File: src/rtl/sfq_pipelined_adder.sv
// WIDTH-bit add/subtract unit built as a bit-level pipelined ripple adder (one clocked
// stage per bit) with register stages modelling the PTL links on both boundaries.
module sfq_pipelined_adder #(
   parameter int WIDTH     = 4,
   parameter int TX_STAGES = 1,
   parameter int RX_STAGES = 1
) (
   input  logic             clk,
   input  logic             rst,
   input  logic             in_valid,
   input  logic [WIDTH-1:0] a,
   input  logic [WIDTH-1:0] b,
   input  logic             sub,
   output logic             out_valid,
   output logic [WIDTH-1:0] s,
   output logic             cout,
   output logic             ovf
);

   logic [WIDTH-1:0] tx_a, tx_b;
   logic             tx_sub, tx_v;

   if (TX_STAGES == 0) begin : g_tx_direct
      assign tx_a   = a;
      assign tx_b   = b;
      assign tx_sub = sub;
      assign tx_v   = in_valid;
   end else begin : g_tx
      logic [TX_STAGES-1:0][WIDTH-1:0] a_q, b_q;
      logic [TX_STAGES-1:0]            sub_q, v_q;

      always_ff @(posedge clk or posedge rst) begin
         if (rst) begin
            a_q   <= '0;
            b_q   <= '0;
            sub_q <= '0;
            v_q   <= '0;
         end else begin
            a_q[0]   <= a;
            b_q[0]   <= b;
            sub_q[0] <= sub;
            v_q[0]   <= in_valid;
            for (int i = 1; i < TX_STAGES; i++) begin
               a_q[i]   <= a_q[i-1];
               b_q[i]   <= b_q[i-1];
               sub_q[i] <= sub_q[i-1];
               v_q[i]   <= v_q[i-1];
            end
         end
      end

      assign tx_a   = a_q[TX_STAGES-1];
      assign tx_b   = b_q[TX_STAGES-1];
      assign tx_sub = sub_q[TX_STAGES-1];
      assign tx_v   = v_q[TX_STAGES-1];
   end

   // Stage gi consumes operand bit gi; bits above it ride along (skew triangle) and the
   // result bits already produced ride along below it (de-skew triangle).
   for (genvar gi = 0; gi < WIDTH; gi++) begin : g_st
      logic [WIDTH-1:gi] a_in, b_in;
      logic              sub_in, c_in, v_in;
      logic              bx, sum_d, c_d;
      logic [gi:0]       r_d, r_q;
      logic              c_q, v_q;

      if (gi == 0) begin : g_first
         assign a_in   = tx_a;
         assign b_in   = tx_b;
         assign sub_in = tx_sub;
         assign c_in   = tx_sub;
         assign v_in   = tx_v;
         assign r_d    = sum_d;
      end else begin : g_rest
         assign a_in   = g_st[gi-1].g_ops.a_q;
         assign b_in   = g_st[gi-1].g_ops.b_q;
         assign sub_in = g_st[gi-1].g_ops.sub_q;
         assign c_in   = g_st[gi-1].c_q;
         assign v_in   = g_st[gi-1].v_q;
         assign r_d    = {sum_d, g_st[gi-1].r_q};
      end

      assign bx    = b_in[gi] ^ sub_in;
      assign sum_d = a_in[gi] ^ bx ^ c_in;
      assign c_d   = (a_in[gi] & bx) | (c_in & (a_in[gi] ^ bx));

      always_ff @(posedge clk or posedge rst) begin
         if (rst) begin
            r_q <= '0;
            c_q <= 1'b0;
            v_q <= 1'b0;
         end else begin
            r_q <= r_d;
            c_q <= c_d;
            v_q <= v_in;
         end
      end

      if (gi < WIDTH-1) begin : g_ops
         logic [WIDTH-1:gi+1] a_q, b_q;
         logic                sub_q;

         always_ff @(posedge clk or posedge rst) begin
            if (rst) begin
               a_q   <= '0;
               b_q   <= '0;
               sub_q <= 1'b0;
            end else begin
               a_q   <= a_in[WIDTH-1:gi+1];
               b_q   <= b_in[WIDTH-1:gi+1];
               sub_q <= sub_in;
            end
         end
      end else begin : g_last
         // Carry into the MSB, kept for the signed-overflow term.
         logic cmsb_q;

         always_ff @(posedge clk or posedge rst) begin
            if (rst) cmsb_q <= 1'b0;
            else     cmsb_q <= c_in;
         end
      end
   end

   logic [WIDTH-1:0] add_s, fin_s;
   logic             add_c, add_o, add_v, fin_c, fin_o, fin_v;

   assign add_s = g_st[WIDTH-1].r_q;
   assign add_c = g_st[WIDTH-1].c_q;
   assign add_o = g_st[WIDTH-1].c_q ^ g_st[WIDTH-1].g_last.cmsb_q;
   assign add_v = g_st[WIDTH-1].v_q;

   if (RX_STAGES == 0) begin : g_rx_direct
      assign fin_s = add_s;
      assign fin_c = add_c;
      assign fin_o = add_o;
      assign fin_v = add_v;
   end else begin : g_rx
      logic [RX_STAGES-1:0][WIDTH-1:0] s_q;
      logic [RX_STAGES-1:0]            c_q, o_q, v_q;

      always_ff @(posedge clk or posedge rst) begin
         if (rst) begin
            s_q <= '0;
            c_q <= '0;
            o_q <= '0;
            v_q <= '0;
         end else begin
            s_q[0] <= add_s;
            c_q[0] <= add_c;
            o_q[0] <= add_o;
            v_q[0] <= add_v;
            for (int i = 1; i < RX_STAGES; i++) begin
               s_q[i] <= s_q[i-1];
               c_q[i] <= c_q[i-1];
               o_q[i] <= o_q[i-1];
               v_q[i] <= v_q[i-1];
            end
         end
      end

      assign fin_s = s_q[RX_STAGES-1];
      assign fin_c = c_q[RX_STAGES-1];
      assign fin_o = o_q[RX_STAGES-1];
      assign fin_v = v_q[RX_STAGES-1];
   end

   logic [WIDTH-1:0] s_q;
   logic             out_valid_q, cout_q, ovf_q;

   always_ff @(posedge clk or posedge rst) begin
      if (rst) begin
         out_valid_q <= 1'b0;
         s_q         <= '0;
         cout_q      <= 1'b0;
         ovf_q       <= 1'b0;
      end else begin
         out_valid_q <= fin_v;
         if (fin_v) begin
            s_q    <= fin_s;
            cout_q <= fin_c;
            ovf_q  <= fin_o;
         end
      end
   end

   assign out_valid = out_valid_q;
   assign s         = s_q;
   assign cout      = cout_q;
   assign ovf       = ovf_q;

endmodule

File: config.mk
export PLATFORM = sky130hd
export DESIGN_NAME = sfq_pipelined_adder
export DESIGN_NICKNAME = d
export VERILOG_FILES = /design/src/rtl/sfq_pipelined_adder.sv
export SDC_FILE = /design/constraint.sdc
export NUM_CORES = 1
export LEC_CHECK = 0
export ABC_AREA = 0
export ABC_CLOCK_PERIOD_IN_PS = 2600
export BUFFER_PORTS_ARGS = -buffer_cell sky130_fd_sc_hd__buf_4
export CAP_MARGIN = 20
export CELL_PAD_IN_SITES_DETAIL_PLACEMENT = 0
export CELL_PAD_IN_SITES_GLOBAL_PLACEMENT = 1
export CORE_AREA = 2 2 55 70
export CTS_CLUSTER_DIAMETER = 80
export DETAILED_ROUTE_END_ITERATION = 10
export DIE_AREA = 0 0 57 72
export GPL_TIMING_DRIVEN = 1
export HOLD_SLACK_MARGIN = 0.08
export PLACE_DENSITY = 0.87
export SLEW_MARGIN = 20
export SYNTH_ARGS = -nofsm -noshare
export SYNTH_HDL_FRONTEND = slang
export SYNTH_SLANG_ARGS = --single-unit
File: constraint.sdc
create_clock -name clk -period 2.6 [get_ports clk]
set_input_delay 0.26 -clock clk [delete_from_list [all_inputs] [get_ports clk]]
set_output_delay 0.26 -clock clk [all_outputs]
set_load 0.005 [all_outputs]
Yosys cells after proc, flatten, opt, wreduce, memory -nomap -nowiden
Cells that the tools add are included.
{ "op_classes": {"div_mod_pow": 0, "muxes": 0, "n_shift": 0, "n_mul": 0, "add_sub_neg": 0, "n_bitwise": 25, "n_reduce_logical": 0, "eq_ne": 0, "n_lt_le_gt_ge": 0} }
{ "ops": {"columns": ["operator", "count"], "rows": [
  ["$xor 1x1->1", 13],
  ["$and 1x1->1", 8],
  ["$or 1x1->1", 4]
]} }
{ "totals": {"in_bits": 12, "ff_bits": 58, "romBits": 0, "elab_cells": 59, "latch_bits": 0, "n_memories": 0, "ram_bits": 0} }

Depth between registers and ports, before layout
{ "depth": {"depth_word": 4, "depth_mapped": 3} }

Worst setup path before layout
Ideal clock, no wire load.
{ "synth_path": {"path_kind": "register to register", "startpoint": "reg g_st[0].g_ops.sub_q", "endpoint": "reg g_st[1].r_q[1]", "period_less_slack_ns": 1.111, "slack_ns": 1.489, "required_time_ns": 2.486, "path_buffers": 0, "setup_time_ns": 0.114, "path_stages_with_launch": 4, "arrival_ns": 0.997, "path_cell_list": "dfrtp_1 > xnor2_1 > fa_1 > inv_1"} }
{ "synth_between": {"elab_chain_cells": 3} }
{ "synth_rtl": {"columns": ["item", "line_no", "source"], "rows": [
  ["start, declared", "101", "logic sub_q;"],
  ["start signal, assigned", "111", "sub_q <= sub_in;"],
  ["$xor 1x1->1", "83", "assign bx = b_in[gi] ^ sub_in;"],
  ["$xor 1x1->1 (2 in a row)", "84", "assign sum_d = a_in[gi] ^ bx ^ c_in;"],
  ["net g_st[1].sum_d", "63", "logic bx, sum_d, c_d;"],
  ["end signal, assigned", "93", "r_q <= r_d;"],
  ["end, declared", "64", "logic [gi:0] r_d, r_q;"]
]} }
The timed path passes the listed nets, and every way through them passes these cells.
A chain may end at the register's enable or synchronous reset.

==> impl_metrics.toml <==
[timing]
finalClockSkew_ps = 3.95
final.setup.tns_ps = 0
grt_setup_unrepaired = "no"
drv_slew = 0
setup_viol = 0
worst_slew_margin_rel = 0.699
min_period_over_period = 0.486
fmax_ghz = 0.792
finalHoldViolCount = 0
worstMarginPinSlew_ps = 451
fin_crit_ps = 1260

[clock_network]
insertion_delay_ps = 320
root_buffer = "clkbuf_8"
numCtsBuffers = 9
cts_setup_buffers = 0
clock_sinks = 58
clk_pin_slew_worst_paths_ps = 60
clockBufferDepth = 2
h-tree-depth = 3
cts_tree = "built"

[outcome]
status = "finished, final reports clean"

[yosys]
yosysWarnings = 0
synth_seq_area_share = 0.845
ys_ff_latch = 58
ys_types = 8
synthCells = 87
syn-num-nets = 102
synth_area_per_cell_um2 = 19.7
syn_area_um2 = 1720

[cells_and_area]
utilization = 0.649
antenna_cells = 0
layout-drive-gt1-share = 0.311
design_area_um2 = 2220
layout_common_cells = "58 x dfrtp_1, 19 x buf_4, 13 x clkbuf_8"
fillCellCount = 269
area_growth_pct = 29.5
final_common_cell = "dfrtp_1"
nNetsFinal = 142

[placed_design]
hpwl_um = 1150
portBuffers = 18
gp_routability_congestion = 0.670
placed_area_um2 = 1900

[worst_setup_path]
rr_endpoint = "g_st[2].r_q[2]$_DFF_PP0_"
r2r_slack_ps = 1410
cp.required_ps = 3040
cp.buffers_inverters = 4
crit_top_cell = "buf_4"
r2r-start = "g_st[1].g_ops.sub_q$_DFF_PP0_"
path_class = "primary input to async pin"
cp_data_arrival_time_ps = 1710
crit_path_max_incr_delay_ps = 540
worst_setup_path_start_kind = "primary input"
reg2regPathDepth = 3
cp_max_fo = 40
cp-end-kind = "async pin"
crit_chain = "dlygate4sd3_1 -> buf_4 -> inv_2 -> buf_4"
cp_top_family = "buffers and inverters"
crit_slowest_cell = "dlygate4sd3_1"

[floorplanning]
fp-row-count = 24
pin_count = 19
core_area_um2 = 3420
chipHeight_um = 72
initial_utilization = 0.501
die-area_um2 = 4100
die_x_um = 57

[power]
p_leak_nw = 1.08
p_per_area_nw_per_um2 = 926
irDropWorstVdd_mv = 0.814

[job]
maxCapViolCount = 0

[hold_path]
hp-start = "g_st[0].g_ops.a_q[2]$_DFF_PP0_"
hold_path_depth = 0
hold_end = "g_st[1].g_ops.a_q[2]$_DFF_PP0_"
min-delay-path-class = "register to register"

[routing]
vias_per_cell = 4.46
drc = 0
drtIter0Drc = 18
totalWireLength_um = 1960
firstDrtPassIters = 3
routedWlPerCell_um = 11.5
antenna_left = 0
via_count = 762

[global_route]
grt_pass1_wl_um = 3480
grt_overflow = 0
antenna_found_initial = 0
track_usage = 0.123
grt_pass1_vias = 854
grt_max_degree = 41
-- per-stage QoR --
| step | total power [W] | hold slack, ps | setup slack [ps] | std cells |
|---|---|---|---|---|
| 3_5_place_dp | 0.00121 | 266 | 1450 | 144 |
| 2_1_floorplan | 0.00114 | 291 | 912 | 87 |
| 6_report | 0.00206 | 345 | 1340 | 171 |
| 3_3_place_gp | 0.00120 | 257 | 1470 | 144 |
| 5_1_grt | 0.00216 | 349 | 1150 | 171 |
| 4_1_cts | 0.00210 | 345 | 1280 | 171 |
-- sequential cells by signal, indices dropped and copies added (netlist names), 3 cells and up --
signal,flops
g_st.g_ops.a_q,6
g_st.g_ops.b_q,6
g_st.r_q,6
add_s,4
fin_s,4
g_st.a_in,4
g_st.b_in,4
s,4
g_st.c_q,3
g_st.g_ops.sub_q,3
g_st.v_q,3
-- cell type report --
type / count / area, µm² / area share
flip-flops and latches: 58 / 1450 / 0.653
repair buffers: 30 / 253 / 0.114
multi-input cells: 15 / 205 / 0.0923
clock buffers: 15 / 186 / 0.0838
inverters: 13 / 48.8 / 0.0219
well taps: 39 / 48.8 / 0.0219
clock inverters: 1 / 30.0 / 0.0135
-- how the worst max path moves through the flow --
stage | startpoint | end | slack [ps] | cells after the start
2_1_floorplan | rst | add_c$_DFF_PP0_ | 910 | 1
3_3_place_gp | g_st[2].g_ops.sub_q$_DFF_PP0_ | add_s[3]$_DFF_PP0_ | 1470 | 3
3_5_place_dp | g_st[1].g_ops.sub_q$_DFF_PP0_ | g_st[2].r_q[2]$_DFF_PP0_ | 1450 | 3
4_1_cts | rst | g_st[2].g_ops.sub_q$_DFF_PP0_ | 1280 | 4
5_1_grt | rst | add_c$_DFF_PP0_ | 1150 | 4
6_report | rst | g_st[3].g_last.cmsb_q$_DFF_PP0_ | 1340 | 4
-- kinds of logic (layout without fill, tap and decap cells) --
family                     Yosys count  in the layout  share of synthesized area
DFF                                 58             58                      0.845
buffers and inverters               14             59                     0.0350
muxes                                7              7                     0.0590
xor gates and xnor gates             5              5                     0.0255
adders and majority gates            3              3                     0.0350
-- routing by layer --
layer  vias up  GRT usage  part of all wire
li1        340          -                 -
met1       388      0.113              0.37
met2        27      0.207              0.52
met3         7     0.0695             0.079
met4         0     0.0775             0.029
met5         -          0                 0
-- power by group --
part	total, W	switching, W	internal, W	leakage [nW]
Sequential	0.00105	0.0000406	0.00101	0.676
Combinational	0.000155	0.0000551	0.000100	0.295
Clock	0.000852	0.000304	0.000548	0.110
-- worst register-to-register path, delay by kind of cell, from the launching register on --
family / cells / cell delay, ps
buffers and inverters: 1 / 70
xor gates and xnor gates: 1 / 230
adders and majority gates: 1 / 450
DFF: 1 / 390
-- Yosys cell counts (all sizes together) --
cell	count	area [µm²]
buf	1	11.3
dfrtp	58	1450
inv	13	48.8
xnor2	3	26.3
xor2	2	17.5
fa	3	60.1
mux2	7	101
-- repair_timing --
item,CTS,global route
hold endpoints to repair,28,0
setup endpoints to repair,0,0
resized for setup,0,0
hold buffers,11,0
(Power assumes the default switching activity.)
